==> config.mk <==
export PLATFORM = sky130hd
export DESIGN_NAME = rom_load_controller
export DESIGN_NICKNAME = d
export VERILOG_FILES = /design/src/rtl/rom_load_controller.sv
export SDC_FILE = /design/constraint.sdc
export NUM_CORES = 1
export LEC_CHECK = 0
export ABC_AREA = 1
export CAP_MARGIN = 10
export CORE_MARGIN = 5
export CORE_UTILIZATION = 58
export DETAILED_ROUTE_END_ITERATION = 10
export DONT_BUFFER_PORTS = 1
export GPL_ROUTABILITY_DRIVEN = 0
export GPL_TIMING_DRIVEN = 0
export PLACE_DENSITY_LB_ADDON = 0.12
export RECOVER_POWER = 25
export SLEW_MARGIN = 20
export SYNTH_ARGS = -nofsm -noshare
export SYNTH_HDL_FRONTEND = slang
export SYNTH_SLANG_ARGS = --single-unit
==> constraint.sdc <==
create_clock -name clk_74a -period 2.3 [get_ports clk_74a]
set_input_delay 0.345 -clock clk_74a [delete_from_list [all_inputs] [get_ports clk_74a]]
set_output_delay 0.345 -clock clk_74a [all_outputs]
set_load 0.01 [all_outputs]
==> src/rtl/rom_load_controller.sv <==
// Boot sequencer and arbiter for the shared program memory: loader writes, settle hold, then pipelined CPU reads.
// Writes land on the memory 1 cycle after the strobe; reads return N+1+MEM_LATENCY; no stalls, reads flushed on leaving RUN.
module rom_load_controller #(
    parameter int         ADDR_W        = 15,
    parameter int         MEM_LATENCY   = 1,
    parameter int         SETTLE_CYCLES = 256,
    parameter logic [7:0] FILL_BYTE     = 8'hFF
) (
    input  logic              clk_74a,
    input  logic              reset_n,
    input  logic              load_active,
    input  logic              ldr_write_en,
    input  logic [ADDR_W-1:0] ldr_write_addr,
    input  logic [7:0]        ldr_write_data,
    input  logic              cpu_rd_req,
    input  logic [ADDR_W-1:0] cpu_rd_addr,
    output logic              cpu_rd_ready,
    output logic              cpu_rd_valid,
    output logic [7:0]        cpu_rd_data,
    output logic [ADDR_W-1:0] mem_addr,
    output logic              mem_wr_en,
    output logic [7:0]        mem_wr_data,
    output logic              mem_rd_en,
    input  logic [7:0]        mem_rd_data,
    output logic              cpu_reset_n,
    output logic              load_done,
    output logic [ADDR_W:0]   loaded_bytes,
    output logic              load_error
);

    typedef enum logic [1:0] {ST_IDLE, ST_LOADING, ST_SETTLE, ST_RUN} state_t;

    localparam int CNT_W = (SETTLE_CYCLES > 1) ? $clog2(SETTLE_CYCLES) : 1;

    state_t                 state;
    state_t                 next_state;
    logic                   load_active_q;
    logic [CNT_W-1:0]       settle_cnt;
    logic [ADDR_W-1:0]      hw;
    logic                   hw_valid;
    logic                   rd_fill;
    logic [MEM_LATENCY-1:0] vld_pipe;
    logic [MEM_LATENCY-1:0] fill_pipe;

    logic reload;
    logic settle_done;
    logic wr_fire;
    logic stray_wr;
    logic enter_load;
    logic leave_run;
    logic rd_fire;
    logic empty_load;

    // A new ROM is signalled by load_active rising, or by a write arriving while it is high.
    assign reload      = (load_active && !load_active_q) || (ldr_write_en && load_active);
    assign settle_done = (settle_cnt == CNT_W'(SETTLE_CYCLES - 1));

    always_ff @(posedge clk_74a or negedge reset_n) begin
        if (!reset_n) begin
            state <= ST_IDLE;
        end else begin
            state <= next_state;
        end
    end

    always_comb begin
        next_state = state;
        case (state)
            ST_IDLE: begin
                if (load_active || ldr_write_en) next_state = ST_LOADING;
            end
            ST_LOADING: begin
                if (!load_active) next_state = hw_valid ? ST_SETTLE : ST_IDLE;
            end
            ST_SETTLE: begin
                if (reload)           next_state = ST_LOADING;
                else if (settle_done) next_state = ST_RUN;
            end
            ST_RUN: begin
                if (reload) next_state = ST_LOADING;
            end
            default: next_state = ST_IDLE;
        endcase
    end

    always_comb begin
        cpu_rd_ready = (state == ST_RUN);
        load_done    = (state == ST_RUN);
    end

    assign wr_fire    = ldr_write_en && (state == ST_IDLE || state == ST_LOADING || load_active);
    assign stray_wr   = ldr_write_en && !load_active && (state == ST_SETTLE || state == ST_RUN);
    assign enter_load = (next_state == ST_LOADING) && (state != ST_LOADING);
    assign leave_run  = (state == ST_RUN) && (next_state != ST_RUN);
    // A request in the cycle RUN is left is dropped, so a reload write never collides with a read.
    assign rd_fire    = cpu_rd_req && (state == ST_RUN) && (next_state == ST_RUN);
    assign empty_load = (state == ST_LOADING) && !load_active && !hw_valid;

    always_ff @(posedge clk_74a or negedge reset_n) begin
        if (!reset_n) begin
            load_active_q <= 1'b0;
            settle_cnt    <= '0;
            cpu_reset_n   <= 1'b0;
            hw            <= '0;
            hw_valid      <= 1'b0;
            load_error    <= 1'b0;
        end else begin
            load_active_q <= load_active;
            settle_cnt    <= (state == ST_SETTLE && next_state == ST_SETTLE) ? settle_cnt + 1'b1 : '0;
            cpu_reset_n   <= (next_state == ST_RUN);
            if (wr_fire) begin
                if (!hw_valid || enter_load || ldr_write_addr > hw) hw <= ldr_write_addr;
                hw_valid <= 1'b1;
            end else if (enter_load) begin
                hw       <= '0;
                hw_valid <= 1'b0;
            end
            if (enter_load)                   load_error <= 1'b0;
            else if (empty_load || stray_wr)  load_error <= 1'b1;
        end
    end

    always_ff @(posedge clk_74a or negedge reset_n) begin
        if (!reset_n) begin
            mem_addr    <= '0;
            mem_wr_en   <= 1'b0;
            mem_wr_data <= '0;
            mem_rd_en   <= 1'b0;
            rd_fill     <= 1'b0;
        end else begin
            mem_wr_en <= wr_fire;
            mem_rd_en <= rd_fire;
            if (wr_fire) begin
                mem_addr    <= ldr_write_addr;
                mem_wr_data <= ldr_write_data;
            end else if (rd_fire) begin
                mem_addr <= cpu_rd_addr;
                rd_fill  <= (cpu_rd_addr > hw);
            end
        end
    end

    always_ff @(posedge clk_74a or negedge reset_n) begin
        if (!reset_n) begin
            vld_pipe  <= '0;
            fill_pipe <= '0;
        end else begin
            fill_pipe[0] <= rd_fill;
            for (int i = 1; i < MEM_LATENCY; i++) fill_pipe[i] <= fill_pipe[i-1];
            if (leave_run) begin
                vld_pipe <= '0;
            end else begin
                vld_pipe[0] <= mem_rd_en;
                for (int i = 1; i < MEM_LATENCY; i++) vld_pipe[i] <= vld_pipe[i-1];
            end
        end
    end

    assign cpu_rd_valid = vld_pipe[MEM_LATENCY-1];
    assign cpu_rd_data  = !cpu_rd_valid ? 8'h00 :
                          fill_pipe[MEM_LATENCY-1] ? FILL_BYTE : mem_rd_data;
    assign loaded_bytes = hw_valid ? ({1'b0, hw} + (ADDR_W+1)'(1)) : '0;

endmodule

# After elaboration in Yosys (flattened, before gate mapping)
# Index checks and enable logic that the tools add are counted.
# op_classes
n_shift	0
n_addsub	2
n_mux	21
magnitude_cmp	2
eq_ne	10
n_mul	0
bitwise_logic	1
reduce_logical	29
div	0
# op_table
operator	count
$mux W15	5
$gt A15 B15 Y1	2
$mux W8	3
$add A15 B1 Y16 const B	1
$mux W16	1
$logic_and A1 B1 Y1	12
$mux W2	6
$add A8 B1 Y8 const B	1
$eq A2 B2 Y1 const B	4
$eq A8 B8 Y1 const B	1
$logic_or A1 B1 Y1	8
$pmux W2 S4	1
$reduce_bool A2 Y1	3
$mux W1	5
$eq A2 B1 Y1 const B	2
$ne A2 B1 Y1 const B	2
$reduce_and A2 Y1	2
$logic_not A1 Y1	3
$logic_not A2 Y1	1
$ne A2 B2 Y1 const B	1
$not A1 Y1	1
# word_totals
output_inout_bits	54
latch_bits	0
mem_bits_ro	0
register_bits	57
n_memories	0
inputBits	51
ramBits	0
wordCells	79

# Depth between registers and ports, before layout
# Gate-level depths: netlist of the first run.
# logic_depth
ltp_word	11
mapped_depth	16
depth_no_buf	15

# Worst setup path after synthesis of the first run
# OpenSTA, ideal clock, no wires.
# synth_path
path_type	flip-flop to output port
from	reg hw[0]
to	out loaded_bytes[12]
arrival_ns	1.450
path_buffers	0
stages_incl_launch_ff	8
required_ns	1.955
path_slack_ns	0.505
cell_sequence	dfrtp_1 > ha_1 > nand2_1 > nor2_1 > nand2_1 > nor4_2 > nand3_1 > a21oi_1
# synth_via
elab_chain_cells	2
# synth_rtl
item	line	text
start: declaration	39	logic [ADDR_W-1:0] hw;
start signal: assignment	112	if (!hw_valid || enter_load || ldr_write_addr > hw) hw <= ldr_write_addr;
$add A15 B1 Y16	162	assign loaded_bytes = hw_valid ? ({1'b0, hw} + (ADDR_W+1)'(1)) : '0;
$mux W16	162	
end: declaration	27	output logic [ADDR_W:0] loaded_bytes,
# No other way between the ends.

# Worst setup path after layout of the first run
# layout_path
from	reg hw[1]
to	out loaded_bytes[12]
# The elaborated chain is that of the path after synthesis.

==> results of run 1 <==
[worst register-to-register path, stage by stage, from the launching register on]
cell	delay [ps]
dfrtp_1	460
inv_1	100
ha_1	300
nand2_1	70
inv_1	50
nand3_1	100
inv_1	60
a21oi_1	190
nand2_1	80
nand2_1	110
nand2_4	90
buf_2	190
nand3_1	100
nand2_1	60
[layer usage]
| layer | up-vias | GRT usage | wire [microns] |
|---|---|---|---|
| met5 | - | 0 | 0 |
| met4 | 0 | 0.08189 | 199 |
| met3 | 17 | 0.07179 | 754 |
| met2 | 123 | 0.3567 | 4200 |
| met1 | 1429 | 0.2940 | 3883 |
| li1 | 1653 | - | - |
[layout make-up]
type	instances	area (sq um)
Tap cell	77	96.34
Clock inverter	5	78.83
Clock buffer	11	141.4
Inverter	61	229.0
Buffer	13	86.33
Multi-Input combinational cell	381	2046
Sequential cell	57	1431
Timing Repair Buffer	7	52.55
Fill cell	560	2116
[cell usage after synthesis, drive strengths merged]
master,instances
inv,61
ha,32
xnor2,1
o22ai,1
nand2,215
nor3b,2
o21ai,13
o21a,2
nor2,45
a31oi,1
nand3,25
a21oi,25
o211ai,1
a21boi,1
clkbuf,4
buf,9
nor4,1
nand4,6
dfrtp,57
and3,2
nor3,6
xor2,2
[metrics by stage]
step	area, sq um	setup TNS (ps)	util
after floorplan	3720	0	-
final	4161	0	0.6629
after CTS	4091	0	0.6518
after global routing	4161	-191.1	0.6629
after detailed placement	3816	0	0.6079
after global placement	3816	0	0.6079
[power breakdown]
| group | switching (mW) | internal [mW] | total, mW |
|---|---|---|---|
| clock | 0.406 | 0.638 | 1.04 |
| sequential | 0.374 | 1.33 | 1.70 |
| combinational | 1.31 | 0.718 | 2.02 |
| total | 2.08 | 2.68 | 4.77 |
[timing repair]
item                                    4_1_cts  5_1_grt
hold endpoints to repair                     57        0
hold buffers                                  2        0
gates resized for setup                       4       18
endpoints found under the setup margin        2        7
buffers inserted                              0        5
pin swaps                                     0        8
[state kept, by name, summed over array words and instances (netlist names)]
signal	cells
mem_rd_en	1
cpu_rd_valid	1
fill_pipe	1
mem_addr	15
cpu_reset_n	1
rd_fill	1
hw	15
settle_cnt	8
load_error	1
hw_valid	1
mem_wr_en	1
mem_wr_data	8
state	2
load_active_q	1
[cell usage in the layout, fill, tap and decap left out, types with 2 or more instances in the layout]
cell type,instances
inv_1,53
xor2_1,2
nor2_4,4
o21a_1,2
inv_2,8
ha_1,31
clkinv_2,2
dfrtp_2,4
nor3_1,4
clkbuf_1,5
and3_1,2
dfrtp_1,53
clkbuf_8,10
nand4_1,5
nand2_2,9
buf_6,3
nand2_4,6
o21ai_0,10
nor2_1,40
nor3b_1,2
nand3_1,24
a21oi_2,4
a21oi_1,21
buf_4,8
buf_2,3
bufinv_16,2
nand2_1,200
[logic make-up (layout without fill, tap and decap cells)]
group                      after synthesis  count (layout)  synth area share
xor gates and xnor gates                 3               3          0.007065
buffers and inverters                   74              97           0.08476
adders and majority gates               32              32            0.1076
AOI/OAI and AO/OA                       44              44           0.06661
DFF                                     57              57            0.3835
and+or+nand+nor                        302             302            0.3505
[final timing paths]
kind	from	end	slack [ps]
setup / recovery	hw[1]	loaded_bytes[12]	30
hold / removal	load_active	load_active_q	30
setup reg to reg	hw[13]	hw[7]	240
hold reg to reg	rd_fill	fill_pipe	390
max in group asynchronous	reset_n	hw[6]	520
min in group asynchronous	reset_n	settle_cnt[2]	860
==> key figures, run 1 <==
STA
  – Unrepaired setup endpoints after global routing: true
  – Endpoints failing setup: 0
  – Final-report max-slew violation count: 0
  – Fin crit period: 2274 ps
  – Slew Limit Headroom: 0.09412
  – Crit share post-route: 0.9885
  – Clock skew: 9.486 ps
  – Slew at the pin closest to its max-slew limit: 1359 ps
  – Final hold violations: 0
  – Fmax: 439.8 MHz
  – Hold_ws: 33.92 ps
  – PnR worst setup slack: 26.47 ps

Die
  – # IOs: 105
  – Num rows: 29
  – Die outline height: 90.09 microns
  – Die width: 90.09 microns
  – Die ar.: 0.008115 sq mm
  – Core area: 0.006277 sq mm
  – Initial Util: 0.5926

Global routing
  – Gr usage total: 0.2270
  – First-pass GRT wire length: 15,190 microns
  – Pin count of the biggest net entering global routing: 58
  – Total grt overflow: 0
  – Initial antenna violation count: 0
  – Number of global-route vias before repair: 3,255

Finish
  – Area Overhead vs Synth: 11.87%
  – Nets@finish: 613
  – Cell Count, Final, Fillers Out: 612
  – Diode count: 0
  – Layout cells sized above 1: 0.1383

Clock network
  – Root buffer cell: clkbuf_8
  – CTS tree: done
  – Sink Count: 57
  – CTS Buffer Depth: 2
  – H-tree Lvls: 3
  – Clk_lat worst skew: 340 ps
  – Number of buffers created by CTS: 9
  – Clk pin slew, worst setup/hold paths: 70 ps

Critical path
  – WP data required: 1960 ps
  – Critical Path AT: 1930 ps
  – CP Launch Type: flip-flop
  – Cell depth of the worst setup path: 7
  – Worst path cell trace: ha_2, nand2_2, nor2_4, nand2_4, nor4_4, nand3_1, a21oi_2
  – CP max-delay cell: dfrtp_1
  – Critical path peak fanout: 4
  – Reg2reg path depth: 13
  – CP top delay family: simple AND/OR/NAND/NOR gates
  – Crit path largest cell delay: 410 ps
  – Worst Path Class, Setup: flip-flop to primary output
  – Worst setup EP type: primary output
  – CP bufs+invs: 0

Synthesis
  – Dominant cell type by area after synthesis: dfrtp_1
  – Synthesized area per cell: 7.265 sq um
  – Post-synthesis sequential area ratio: 0.3835
  – Mapped Area: 0.003720 sq mm
  – Synth top area cells: dfrtp_1 (38%), nand2_1 (21%), ha_1 (11%)
  – Synth unique cells: 34
  – Synth Warn #: 0
  – Post-Syn Instances: 512
  – Yosys top cell area share: 0.3835
  – Post-synth net total: 595
  – FF+latch count, synth: 57

Place
  – DP HPWL: 7162 microns
  – Pre-CTS WS: 237.1 ps
  – Cell Count Post-Placement: 589
  – # port buffers: 0

Power
  – PD cells: 1146 mW/mm^2
  – Maximum vdd drop: 0.0006715 V
  – LEAKAGE: 2.305 nW
  – Overall power: 4.768 mW

Drt
  – Via density per instance: 5.265
  – WL/cell: 14.77 microns
  – Residual DRC: 0
  – Post-route ant nets: 0
  – Vias: 3,222
  – Detailed Route WL: 9039 microns
  – DRT iter0 DRCs: 148
  – Initial DRT Pass Iterations: 5

Hold path
  – HP Class: input port to flip-flop
  – Hold depth: 0

Job
  – Number of max-cap violations: 0

Status
  – Run status: finished, final reports clean
Note: power is estimated with default switching activity, not from simulation.
==> inputs of run 2 (changes only) <==
==> constraint.sdc (replaced) <==
create_clock -name clk_74a -period 2.4 [get_ports clk_74a]
set_input_delay 0.36 -clock clk_74a [delete_from_list [all_inputs] [get_ports clk_74a]]
set_output_delay 0.36 -clock clk_74a [all_outputs]
set_load 0.01 [all_outputs]
==> key figures, run 2 (synthesis gave the netlist of run 1 again) <==
Drt
  – Post-route ant nets: 0 (unchanged)
  – DRT iter0 DRCs: 139 (was 148)
  – Vias: 3,216 (was 3,222)
  – WL/cell: 14.94 microns (was 14.77 microns)
  – Initial DRT Pass Iterations: 5 (unchanged)
  – Detailed Route WL: 9127 microns (was 9039 microns)
  – Residual DRC: 0 (unchanged)
  – Via density per instance: 5.264 (was 5.265)

Hold path
  – HP Class: input port to flip-flop (unchanged)

Finish
  – FILL cells: 562 (was 560)
  – Reg area: 0.001428 sq mm (was 0.001431 sq mm)
  – Diode count: 0 (unchanged)
  – Most frequent cells in the layout: nand2_1 (201), dfrtp_1 (56), inv_1 (54) (was nand2_1 (200), inv_1 (53), dfrtp_1 (53))
  – Nets@finish: 612 (was 613)
  – Most common cell after layout, fill and taps aside: nand2_1 (unchanged)
  – Cell Count, Final, Fillers Out: 611 (was 612)
  – Top flop regs: hw (15), mem_addr (15) (unchanged)
  – Final instance area: 0.004135 sq mm (was 0.004161 sq mm)
  – Layout cells sized above 1: 0.1255 (was 0.1383)
  – Multi-input gate area: 0.002031 sq mm (was 0.002046 sq mm)
  – Area Overhead vs Synth: 11.17% (was 11.87%)

Status
  – Run status: finished, final reports clean (unchanged)

Critical path
  – Worst setup EP type: primary output (unchanged)
  – Critical Path AT: 1990 ps (was 1930 ps)
  – CP Launch Type: flip-flop (unchanged)
  – Critical path peak fanout: 4 (unchanged)
  – Worst Path Class, Setup: flip-flop to primary output (unchanged)
  – WP data required: 2040 ps (was 1960 ps)

Global routing
  – Pin count of the biggest net entering global routing: 58 (unchanged)
  – First-pass GRT wire length: 15,260 microns (was 15,190 microns)
  – Number of global-route vias before repair: 3,243 (was 3,255)
  – Total grt overflow: 0 (unchanged)
  – Initial antenna violation count: 0 (unchanged)
  – Gr usage total: 0.2282 (was 0.2270)

STA
  – Final hold violations: 0 (unchanged)
  – Clock skew: 8.667 ps (was 9.486 ps)
  – Slew Limit Headroom: 0.07962 (was 0.09412)
  – Final-report max-slew violation count: 0 (unchanged)
  – Fin crit period: 2347 ps
  – Endpoints failing setup: 0 (unchanged)
  – Setup tns final: 0 ps (unchanged)
  – Slew at the pin closest to its max-slew limit: 1381 ps (was 1359 ps)
  – Crit share post-route: 0.9780
  – Fmax: 426.0 MHz

Clock network
  – CTS tree: done (unchanged)
  – Number of buffers created by CTS: 9 (unchanged)
  – Clk pin slew, worst setup/hold paths: 70 ps (about the same)
  – CTS Buffer Depth: 2 (unchanged)
  – H-tree Lvls: 3 (unchanged)
  – Clk_lat worst skew: 340 ps (about the same)
  – Sink Count: 57 (unchanged)
  – Root buffer cell: clkbuf_8 (unchanged)

Die
  – Die ar.: 0.008115 sq mm (unchanged)
  – Die width: 90.09 microns (unchanged)
  – Core area: 0.006277 sq mm (unchanged)
  – # IOs: 105 (unchanged)
  – Die outline height: 90.09 microns (unchanged)
  – Initial Util: 0.5926 (unchanged)
  – Num rows: 29 (unchanged)

Job
  – Number of max-cap violations: 0 (unchanged)

Place
  – Placed Area: 0.003816 sq mm (unchanged)
  – Cell Count Post-Placement: 589 (unchanged)
  – DP HPWL: 7162 microns (unchanged)
  – # port buffers: 0 (unchanged)

Power
  – Overall power: 4.544 mW (was 4.768 mW)
  – PD cells: 1099 mW/mm^2 (was 1146 mW/mm^2)
  – LEAKAGE: 2.293 nW (was 2.305 nW)
  – Maximum vdd drop: 0.0006394 V (was 0.0006715 V)
==> run 2: timing repair <==
item | CTS | global route
buffers inserted | 0 | 4
cloned | 0 | 0
hold buffers | 2 | 0
gates resized for setup | 2 | 12
setup endpoints to repair | 2 | 7
pin swaps | 0 | 4
hold endpoints to repair | 57 | 0
==> run 2: cell type report <==
| cell class | instances | area share |
|---|---|---|
| well taps | 77 | 0.02330 |
| inverters | 61 | 0.05537 |
| clock inverters | 5 | 0.01906 |
| plain buffers | 13 | 0.02088 |
| repair buffers | 6 | 0.01089 |
| multi-input cells | 381 | 0.4911 |
| clock buffers | 11 | 0.03419 |
| flip-flops and latches | 57 | 0.3452 |
==> run 2: final timing paths <==
| check | from | end | slack (ps) | cells past startpoint |
|---|---|---|---|---|
| setup / recovery | hw[1] | loaded_bytes[12] | 50 | 7 |
| hold / removal | load_active | load_active_q | 50 | 0 |
| setup reg to reg | hw[8] | hw[9] | 350 | 13 |
| hold reg to reg | rd_fill | fill_pipe | 400 | 0 |
| max in group asynchronous | reset_n | hw[0] | 590 | 2 |
| min in group asynchronous | reset_n | settle_cnt[2] | 880 | 2 |
==> run 2: power by group <==
group,internal (mW),leakage (nW),switching [mW]
Combinational,0.673,1.45,1.25
Clock,0.611,0.113,0.386
Sequential,1.27,0.728,0.353
==> run 2: per-layer routing <==
layer / up-vias / wire length (microns) / track usage
met3: 21 / 683 / 0.07179
met1: 1419 / 3966 / 0.2930
met4: 0 / 230 / 0.08437
met2: 129 / 4247 / 0.3610
li1: 1647 / - / -
met5: - / 0 / 0
==> run 2: worst max-delay path: stages (launching register included) <==
cell and delay [ps]:
dfrtp_1 400, ha_1 210, nand2_1 80, nor2_2 150, nand2_2 120, nor4_4 290, nand3_1 150, a21oi_2 250
==> run 2: per-stage QoR <==
step           hold slack [ps]    util  setup slack, ps
2_1_floorplan            64.41       -            589.7
3_3_place_gp             66.27  0.6079            339.7
3_5_place_dp             66.45  0.6079            322.1
4_1_cts                  37.07  0.6510            25.34
5_1_grt                  24.18  0.6588           -12.24
6_report                 51.94  0.6588            52.74
==> inputs of run 3 (changes only) <==
--- a/config.mk
+++ b/config.mk
@@ -9,6 +9,7 @@
 export CAP_MARGIN = 10
 export CORE_MARGIN = 5
 export CORE_UTILIZATION = 58
+export CTS_BUF_LIST = sky130_fd_sc_hd__clkbuf_16
 export DETAILED_ROUTE_END_ITERATION = 10
 export DONT_BUFFER_PORTS = 1
 export GPL_ROUTABILITY_DRIVEN = 0
==> constraint.sdc (replaced) <==
create_clock -name clk_74a -period 2.4 [get_ports clk_74a]
set_input_delay 0.36 -clock clk_74a [delete_from_list [all_inputs] [get_ports clk_74a]]
set_output_delay 0.36 -clock clk_74a [all_outputs]
set_load 0.1 [all_outputs]
==> key figures, run 3 (synthesis gave the netlist of run 1 again) <==
Status
  – Run status: finished, violations left (was finished, final reports clean)
  – Failing checks: negative setup slack

Die
  – Num rows: 29 (unchanged)
  – # IOs: 105 (unchanged)
  – Die ar.: 0.008115 sq mm (unchanged)
  – Core area: 0.006277 sq mm (unchanged)
  – Die outline height: 90.09 microns (unchanged)
  – Die width: 90.09 microns (unchanged)
  – Initial Util: 0.5926 (unchanged)

Clock network
  – Number of buffers created by CTS: 9 (unchanged)
  – H-tree Lvls: 3 (unchanged)
  – Clk pin slew, worst setup/hold paths: 50 ps (was 70 ps)
  – CTS tree: done (unchanged)
  – Clk_lat worst skew: 320 ps (was 340 ps)
  – Root buffer cell: clkbuf_16 (was clkbuf_8)
  – CTS Buffer Depth: 2 (unchanged)
  – Sink Count: 57 (unchanged)

Drt
  – Detailed Route WL: 10,430 microns (was 9127 microns)
  – DRT iter0 DRCs: 177 (was 139)
  – Residual DRC: 0 (unchanged)
  – WL/cell: 16.55 microns (was 14.94 microns)
  – Vias: 3,464 (was 3,216)
  – Via density per instance: 5.498 (was 5.264)
  – Initial DRT Pass Iterations: 5 (unchanged)
  – Post-route ant nets: 0 (unchanged)

STA
  – Hold_ws: 63.31 ps (was 51.94 ps)
  – Fmax: 373.9 MHz (was 426.0 MHz)
  – Crit share post-route: 1.114 (was 0.9780)
  – PnR worst setup slack: -274.4 ps (was 52.74 ps)
  – Final hold violations: 0 (unchanged)
  – Clock skew: 7.715 ps (was 8.667 ps)
  – Endpoints failing setup: 9 (was 0)
  – Slew Limit Headroom: 0.04662 (was 0.07962)
  – Unrepaired setup endpoints after global routing: true
  – Fin crit period: 2674 ps (was 2347 ps)
  – Final-report max-slew violation count: 0 (unchanged)
  – Slew at the pin closest to its max-slew limit: 1430 ps (was 1381 ps)

Power
  – Overall power: 7.075 mW (was 4.544 mW)
  – Maximum vdd drop: 0.001292 V (was 0.0006394 V)
  – PD cells: 1520 mW/mm^2 (was 1099 mW/mm^2)
  – LEAKAGE: 2.468 nW (was 2.293 nW)

Critical path
  – Critical Path AT: 2310 ps (was 1990 ps)
  – CP Launch Type: flip-flop (unchanged)
  – CP bufs+invs: 1 (was 0)
  – CP top delay family: simple AND/OR/NAND/NOR gates (unchanged)
  – WP data required: 2040 ps (about the same)
  – Critical path peak fanout: 5 (was 4)
  – CP max-delay cell: nor3_4 (was dfrtp_1)
  – Crit path largest cell delay: 770 ps (was 400 ps)
  – Worst Path Class, Setup: flip-flop to primary output (unchanged)
  – Worst path cell trace: clkinv_4, nor3_4, nand2_2, nor2_4, nand2_4, nor2_4, nand3_4, nor3_4 (was ha_1, nand2_1, nor2_2, nand2_2, nor4_4, nand3_1, a21oi_2)
  – Worst setup EP type: primary output (unchanged)

Global routing
  – First-pass GRT wire length: 16,700 microns (was 15,260 microns)
  – Total grt overflow: 0 (unchanged)
  – Number of global-route vias before repair: 3,449 (was 3,243)
  – Initial antenna violation count: 0 (unchanged)
  – Gr usage total: 0.2530 (was 0.2282)
  – Pin count of the biggest net entering global routing: 58 (unchanged)

Hold path
  – HP Class: input port to flip-flop (unchanged)

Place
  – # port buffers: 0 (unchanged)
  – DP HPWL: 7263 microns (was 7162 microns)

Finish
  – Area Overhead vs Synth: 25.13% (was 11.17%)
  – Reg area: 0.001430 sq mm (was 0.001428 sq mm)
  – FILL cells: 482 (was 562)
  – Multi-input gate area: 0.002310 sq mm (was 0.002031 sq mm)
  – Top flop regs: hw (15), mem_addr (15) (unchanged)
  – Diode count: 0 (unchanged)
  – Layout cells sized above 1: 0.2134 (was 0.1255)
  – Most frequent cells in the layout: nand2_1 (199), dfrtp_1 (54), inv_1 (51) (was nand2_1 (201), dfrtp_1 (56), inv_1 (54))
  – Most common cell after layout, fill and taps aside: nand2_1 (unchanged)
  – Nets@finish: 631 (was 612)

Job
  – Number of max-cap violations: 0 (unchanged)
-- run 3: worst paths after layout --
kind,start,endpoint,cells after the start,slack (ps)
min,load_active,load_active_q,0,60
min reg2reg,rd_fill,fill_pipe,0,380
max,hw[3],loaded_bytes[15],8,-270
max reg2reg,hw[5],hw[9],14,150
max in group asynchronous,reset_n,hw[0],2,530
min in group asynchronous,reset_n,settle_cnt[3],2,910
-- run 3: area by class of cell --
class                   instances  share of cell area
flip-flops and latches         57              0.3073
inverters                      61             0.05242
repair buffers                 25             0.04274
plain buffers                  13             0.01882
clock inverters                 7             0.01344
well taps                      77             0.02070
multi-input cells             381              0.4962
clock buffers                   9             0.04839
-- run 3: timing repair --
action	CTS	global route
hold endpoints to repair	57	0
endpoints found under the setup margin	20	14
hold buffers	2	0
gates resized for setup	48	12
pin swaps	20	12
setup buffers	17	6
cloned	0	0
-- run 3: worst reg2reg max path, cell delays in order (launching register included) --
cell and delay [ps]:
dfrtp_1 390, buf_4 150, inv_1 260, ha_1 310, nand2_1 90, inv_1 50
a21oi_1 140, nand2_1 70, nand2_1 50, nand2_1 60, nand2_1 120, nand2_4 100
buf_2 200, nand3_1 120, nand2_1 70
-- run 3: report_power, final --
group	internal, mW	switching [mW]	leakage, nW
clock network	0.790	0.431	0.142
logic	0.851	2.37	1.60
registers	1.24	1.39	0.725
total	2.89	4.19	2.47
-- run 3: per-stage QoR --
step | std cells | setup TNS (ps) | worst slack [ps] | util | area [sq um]
final | 630 | -1416 | -274.4 | 0.7415 | 4654
after global routing | 630 | -2050 | -345.8 | 0.7415 | 4654
after CTS | 624 | -1443 | -293.3 | 0.7315 | 4592
after detailed placement | 589 | -3911 | -391.2 | 0.6281 | 3943
after global placement | 589 | -6010 | -565.3 | 0.6189 | 3885
after floorplan | 512 | -4025 | -465.9 | - | 3789
-- run 3: per-layer routing --
layer	part of all wire	up-vias	GRT usage
met5	0	-	0
met1	0.42	1615	0.3168
li1	-	1687	-
met3	0.069	26	0.06344
met2	0.49	136	0.4134
met4	0.025	0	0.1092
